<file path="src/rtl/byte_frame_receiver.sv">
// Byte-level frame receiver: finds 0x55 preamble + SFD, extracts a length-prefixed
// payload, verifies an 8-bit additive checksum and keeps good/bad frame counters.
module byte_frame_receiver #(
  parameter int         PRE_MIN = 1,
  parameter logic [7:0] SFD     = 8'hD5,
  parameter int         MAX_LEN = 64
) (
  input  logic        clock,
  input  logic        reset_n,
  input  logic        frame_active,
  input  logic [7:0]  byte_in,
  input  logic        byte_valid,
  output logic [7:0]  pay_data,
  output logic        pay_valid,
  output logic        pay_sof,
  output logic        pay_eof,
  output logic        frame_ok,
  output logic        frame_err,
  output logic [1:0]  err_code,
  output logic [15:0] frame_cnt,
  output logic [15:0] err_cnt,
  output logic [2:0]  dbg_state
);

  typedef enum logic [2:0] {
    S_IDLE    = 3'd0,
    S_HUNT    = 3'd1,
    S_LEN     = 3'd2,
    S_PAYLOAD = 3'd3,
    S_CSUM    = 3'd4,
    S_DRAIN   = 3'd5
  } state_t;

  localparam logic [7:0] PREAMBLE  = 8'h55;
  localparam logic [3:0] PRE_MIN_B = 4'(PRE_MIN);
  localparam logic [7:0] MAX_LEN_B = 8'(MAX_LEN);
  localparam logic [1:0] E_PRE     = 2'd0;
  localparam logic [1:0] E_LEN     = 2'd1;
  localparam logic [1:0] E_CSUM    = 2'd2;
  localparam logic [1:0] E_TRUNC   = 2'd3;

  state_t      r_state, w_state_nxt;
  logic [3:0]  r_pre_cnt, w_pre_cnt_nxt;
  logic [7:0]  r_rem, w_rem_nxt;
  logic [7:0]  r_sum, w_sum_nxt;
  logic        r_first, w_first_nxt;
  logic [7:0]  r_pay_data, w_pay_data_nxt;
  logic        r_pay_valid, w_pay_valid_nxt;
  logic        r_pay_sof, w_pay_sof_nxt;
  logic        r_pay_eof, w_pay_eof_nxt;
  logic        r_frame_ok, w_ok;
  logic        r_frame_err, w_err;
  logic [1:0]  r_err_code, w_code_nxt;
  logic [15:0] r_frame_cnt, w_frame_cnt_nxt;
  logic [15:0] r_err_cnt, w_err_cnt_nxt;

  // Payload handshake: pay_valid is a one-cycle strobe with no ready; the
  // consumer must take every strobe and drop the frame if frame_err follows.
  always_comb begin
    w_state_nxt     = r_state;
    w_pre_cnt_nxt   = r_pre_cnt;
    w_rem_nxt       = r_rem;
    w_sum_nxt       = r_sum;
    w_first_nxt     = r_first;
    w_pay_data_nxt  = r_pay_data;
    w_pay_valid_nxt = 1'b0;
    w_pay_sof_nxt   = 1'b0;
    w_pay_eof_nxt   = 1'b0;
    w_ok            = 1'b0;
    w_err           = 1'b0;
    w_code_nxt      = r_err_code;
    case (r_state)
      S_IDLE: begin
        if (frame_active) begin
          w_state_nxt   = S_HUNT;
          w_pre_cnt_nxt = 4'd0;
        end
      end
      S_HUNT: begin
        // Losing frame_active here is just an idle line, not an error.
        if (!frame_active) begin
          w_state_nxt = S_IDLE;
        end else if (byte_valid) begin
          if (byte_in == PREAMBLE) begin
            if (r_pre_cnt != 4'hF) w_pre_cnt_nxt = r_pre_cnt + 4'd1;
          end else if (byte_in == SFD && r_pre_cnt >= PRE_MIN_B) begin
            w_state_nxt = S_LEN;
          end else begin
            w_err       = 1'b1;
            w_code_nxt  = E_PRE;
            w_state_nxt = S_DRAIN;
          end
        end
      end
      S_LEN: begin
        if (!frame_active) begin
          w_err       = 1'b1;
          w_code_nxt  = E_TRUNC;
          w_state_nxt = S_IDLE;
        end else if (byte_valid) begin
          if (byte_in == 8'd0 || byte_in > MAX_LEN_B) begin
            w_err       = 1'b1;
            w_code_nxt  = E_LEN;
            w_state_nxt = S_DRAIN;
          end else begin
            w_rem_nxt   = byte_in;
            w_sum_nxt   = byte_in;
            w_first_nxt = 1'b1;
            w_state_nxt = S_PAYLOAD;
          end
        end
      end
      S_PAYLOAD: begin
        if (!frame_active) begin
          w_err       = 1'b1;
          w_code_nxt  = E_TRUNC;
          w_state_nxt = S_IDLE;
        end else if (byte_valid) begin
          w_pay_valid_nxt = 1'b1;
          w_pay_data_nxt  = byte_in;
          w_pay_sof_nxt   = r_first;
          w_first_nxt     = 1'b0;
          w_sum_nxt       = r_sum + byte_in;
          w_rem_nxt       = r_rem - 8'd1;
          if (r_rem == 8'd1) begin
            w_pay_eof_nxt = 1'b1;
            w_state_nxt   = S_CSUM;
          end
        end
      end
      S_CSUM: begin
        if (!frame_active) begin
          w_err       = 1'b1;
          w_code_nxt  = E_TRUNC;
          w_state_nxt = S_IDLE;
        end else if (byte_valid) begin
          if (byte_in == r_sum) begin
            w_ok = 1'b1;
          end else begin
            w_err      = 1'b1;
            w_code_nxt = E_CSUM;
          end
          w_state_nxt = S_DRAIN;
        end
      end
      S_DRAIN: begin
        if (!frame_active) w_state_nxt = S_IDLE;
      end
      default: w_state_nxt = S_IDLE;
    endcase
  end

  // Counters are rewritten every cycle so their held value always tracks the register.
  assign w_frame_cnt_nxt = r_frame_cnt + {15'd0, w_ok};
  assign w_err_cnt_nxt   = r_err_cnt + {15'd0, w_err};

  always_ff @(posedge clock) begin
    if (!reset_n) begin
      r_state     <= S_IDLE;
      r_pre_cnt   <= 4'd0;
      r_rem       <= 8'd0;
      r_sum       <= 8'd0;
      r_first     <= 1'b0;
      r_pay_data  <= 8'd0;
      r_pay_valid <= 1'b0;
      r_pay_sof   <= 1'b0;
      r_pay_eof   <= 1'b0;
      r_frame_ok  <= 1'b0;
      r_frame_err <= 1'b0;
      r_err_code  <= 2'd0;
      r_frame_cnt <= 16'd0;
      r_err_cnt   <= 16'd0;
    end else begin
      r_state     <= w_state_nxt;
      r_pre_cnt   <= w_pre_cnt_nxt;
      r_rem       <= w_rem_nxt;
      r_sum       <= w_sum_nxt;
      r_first     <= w_first_nxt;
      r_pay_data  <= w_pay_data_nxt;
      r_pay_valid <= w_pay_valid_nxt;
      r_pay_sof   <= w_pay_sof_nxt;
      r_pay_eof   <= w_pay_eof_nxt;
      r_frame_ok  <= w_ok;
      r_frame_err <= w_err;
      r_err_code  <= w_code_nxt;
      r_frame_cnt <= w_frame_cnt_nxt;
      r_err_cnt   <= w_err_cnt_nxt;
    end
  end

  assign pay_data  = r_pay_data;
  assign pay_valid = r_pay_valid;
  assign pay_sof   = r_pay_sof;
  assign pay_eof   = r_pay_eof;
  assign frame_ok  = r_frame_ok;
  assign frame_err = r_frame_err;
  assign err_code  = r_err_code;
  assign frame_cnt = r_frame_cnt;
  assign err_cnt   = r_err_cnt;
  assign dbg_state = r_state;

endmodule

</file>
<file path="config.mk">
export PLATFORM = sky130hd
export DESIGN_NAME = byte_frame_receiver
export DESIGN_NICKNAME = d
export VERILOG_FILES = /design/src/rtl/byte_frame_receiver.sv
export SDC_FILE = /design/constraint.sdc
export NUM_CORES = 1
export LEC_CHECK = 0
export ABC_AREA = 0
export BUFFER_PORTS_ARGS = -buffer_cell sky130_fd_sc_hd__buf_2
export CORE_AREA = 2 2 90 92
export DETAILED_ROUTE_END_ITERATION = 7
export DIE_AREA = 0 0 92 94
export PLACE_DENSITY = 0.7
export SETUP_SLACK_MARGIN = 0.2
export SYNTH_ARGS = -nofsm -noshare
export SYNTH_HDL_FRONTEND = slang
export SYNTH_SLANG_ARGS = --single-unit
</file>
<file path="constraint.sdc">
create_clock -name clock -period 3.6 [get_ports clock]
set_input_delay 0.54 -clock clock [delete_from_list [all_inputs] [get_ports clock]]
set_output_delay 0.54 -clock clock [all_outputs]
set_load 0.02 [all_outputs]
</file>
==> run metrics <==
status finished clean; Int Power 1.245 mW; power density over cell area 379.0 nW/um^2; pin count of the biggest net entering global routing 75; clk_skew approximately 0.010 ns; Layout Nets roughly 520; DP Area 4070 sq um; post-synthesis compound-gate area fraction 0.1832; Max rail drop VDD 0.0001734 V; core area roughly 7600 sq um; share of cells above drive strength 1 0.1630; post-synthesis register bit count a little over 70; GR Layer Usage met3 0.04655; Seq pwr share 0.492; CTS H-tree depth 3; Inserted Diodes 0; Static Leak 1.900 nW; Slew @ Worst Pin 1.067 ns; Cell variety after synth 56; starting density of the core 0.4865; first-pass GRT wire length ~14 mm; IO buf count 61; clk buf depth 2; routability cong. 0.9411; Routed Antenna Nets 0; vias per cell 5.381; Cell Count, Final, Fillers Out 599; Top FF cell, synth dfxtp_1; vias in the first global route 3016; Setup crit end kind flop; P_sw 0.3823 mW; WP data required 3.85 ns; DRC 0; GR met1 Demand/Resource 0.2571; Worst Setup Path Type input pin to flop; first-pass iteration count of the detailed router 4; main combinational cell family by area after synthesis simple AND/OR/NAND/NOR gates; Synth top area share 0.3840; Iter 0 DRT Violations 275; final cycle utilization of the critical path 0.8486; post-synthesis adder-cell area fraction 0.05950; commonest non-fill, non-tap cell in the layout dfxtp_1; CP arrival 3.30 ns; simple-gate share of the synthesized area 0.2705; met2 Usage GRT 0.3094; WL/cell 13.40 um; Die X 92 um; crit path max fanout 6; Hold Buf Count CTS 0; post-CTS sizing 0; setup ws final between 0.5 and 0.6 ns; Finished Cell Area 4293 sq um; highest clock rate 0.3273 GHz; Clock Root Buffer clkbuf_8; xor and xnor area share after synthesis 0.06153; switching portion of total power 0.2350; Post-CTS Setup Inserts 0; CTS tree yes; total track usage 0.1957; setup_tns 0 ns; total gr overflow 0; Final setup viols 0; Slew headroom 0.2890; die area 8648 sq um; RSZ-0062 raised after global routing false; Worst-path clk slew 0.08 ns; combinational share of power 0.066; area added between synthesis and finish 15.99%; final core occ 0.5643; fillcell total 710; Post-Syn Area 3701 sq um; Synthesized Nets between 400 and 500; Worst setup SP type input pin; mux contribution to synthesized area 0.002705; worst slack, placed 0.2039 ns; most frequent cells in the layout dfxtp_1, buf_2, nand2_1; DP Wirelength around 5.5 mm; synth warn 0; Hold WS between 0.4 and 0.5 ns; final hold vios 0; Worst R2R Setup Slack 0.57 ns; cell count after synthesis 437; Synth area leaders dfxtp_1, ha_1, nand2_1, and2_1, xnor2_1; count of flip-flops with a built-in enable after synthesis 0; Clock Latency Late Sink 0.35 ns; Total Power 1.627 mW; dpl cells 583; min Tclk post-route 3.055 ns; Syn Area/Cell 8.469 sq um; Num Clock Sinks 71; Yosys top cell by area dfxtp_1; Rows 32; Die Y 94 um; Pins Over Slew Limit 0; Boundary Pins 62; GRT Max-Usage Layer met2; cts bufs inserted 9; Detailed Route WL 8.024 mm; min-delay worst type flop to flop; initial antenna violation count 0; clock network power share 0.442; ys async rst share 0; DR vias ~3200; sequential fraction of the synthesis area 0.3840; Max Cap Violations 0
path summary, 6_finish.rpt:
kind | to | depth (start not counted) | from
worst max register to register | err_cnt[14]$_SDFF_PN0_ | 13 | r_sum[4]$_SDFFE_PN0P_
worst min-delay path | r_rem[1]$_SDFFE_PN0P_ | 2 | r_rem[1]$_SDFFE_PN0P_
worst min register to register | r_rem[1]$_SDFFE_PN0P_ | 2 | r_rem[1]$_SDFFE_PN0P_
worst max-delay path | err_cnt[14]$_SDFF_PN0_ | 14 | byte_in[4]
area by class of cell:
cell class	instances	area, sq um	share of cell area
clock buffers	12	145.1	0.03381
multi-input cells	330	2137	0.4978
repair buffers	63	320.3	0.07461
inverters	17	63.81	0.01486
well taps	102	127.6	0.02973
clock inverters	4	77.57	0.01807
flip-flops and latches	71	1421	0.3311
flip-flops by register name (all words and copies together) (netlist names):
| register | flops |
|---|---|
| dbg_state | 3 |
| err_cnt | 16 |
| err_code | 2 |
| frame_cnt | 16 |
| frame_err | 1 |
| frame_ok | 1 |
| pay_data | 8 |
| pay_eof | 1 |
| pay_sof | 1 |
| pay_valid | 1 |
| r_first | 1 |
| r_pre_cnt | 4 |
| r_rem | 8 |
| r_sum | 8 |
power by group through the flow:
stage                     registers [mW]  logic (mW)  clock network (mW)
after floorplan                    0.821      0.0707                   0
final                              0.801       0.107               0.719
after CTS                          0.800       0.107               0.733
after global placement             0.819       0.105                   0
after global routing               0.802       0.119               0.768
after detailed placement           0.819       0.106                   0
logic make-up after synthesis:
logic type | count (synthesis)
and+or+nand+nor | 186
buffers and inverters | 36
muxes | 1
AOI/OAI and AO/OA | 100
adders and majority gates | 17
DFF | 71
xor gates and xnor gates | 26
critical path, stage by stage:
cell	delay (ns)
buf_2	0.13
ha_1	0.36
nor4b_1	0.31
and3_1	0.25
a21oi_1	0.08
a311oi_2	0.35
inv_1	0.10
ha_1	0.23
ha_1	0.21
and3_1	0.19
nand3_1	0.18
nor2b_1	0.08
xor2_1	0.14
and2_1	0.15
synthesized netlist by cell type, types with 2 or more instances:
| cell | n |
|---|---|
| nand4_1 | 5 |
| or3_1 | 12 |
| nand3_1 | 23 |
| a211oi_1 | 3 |
| and4_1 | 2 |
| and2_1 | 30 |
| o21a_1 | 4 |
| clkbuf_1 | 15 |
| a21boi_0 | 15 |
| nor3b_1 | 3 |
| o21ai_1 | 5 |
| and3_1 | 10 |
| nor4_1 | 4 |
| xnor2_1 | 18 |
| nor3_1 | 4 |
| o22ai_1 | 2 |
| nor2_1 | 15 |
| xor2_1 | 8 |
| o2111ai_1 | 2 |
| nand3b_1 | 2 |
| o21ai_0 | 24 |
| a21boi_1 | 9 |
| a21oi_1 | 13 |
| o211ai_1 | 2 |
| nor2b_1 | 7 |
| inv_1 | 17 |
| nand2b_1 | 7 |
| ha_1 | 16 |
| o211a_1 | 7 |
| nor4b_1 | 2 |
| a31oi_1 | 3 |
| nand2_1 | 52 |
| buf_2 | 3 |
| dfxtp_1 | 71 |
layer usage:
metal	vias to the layer above	routed length [um]
met5	-	0
met4	0	140
met3	11	424
met2	79	3596
met1	1486	3863
li1	1647	-
Power figures use the tool's default switching activity.
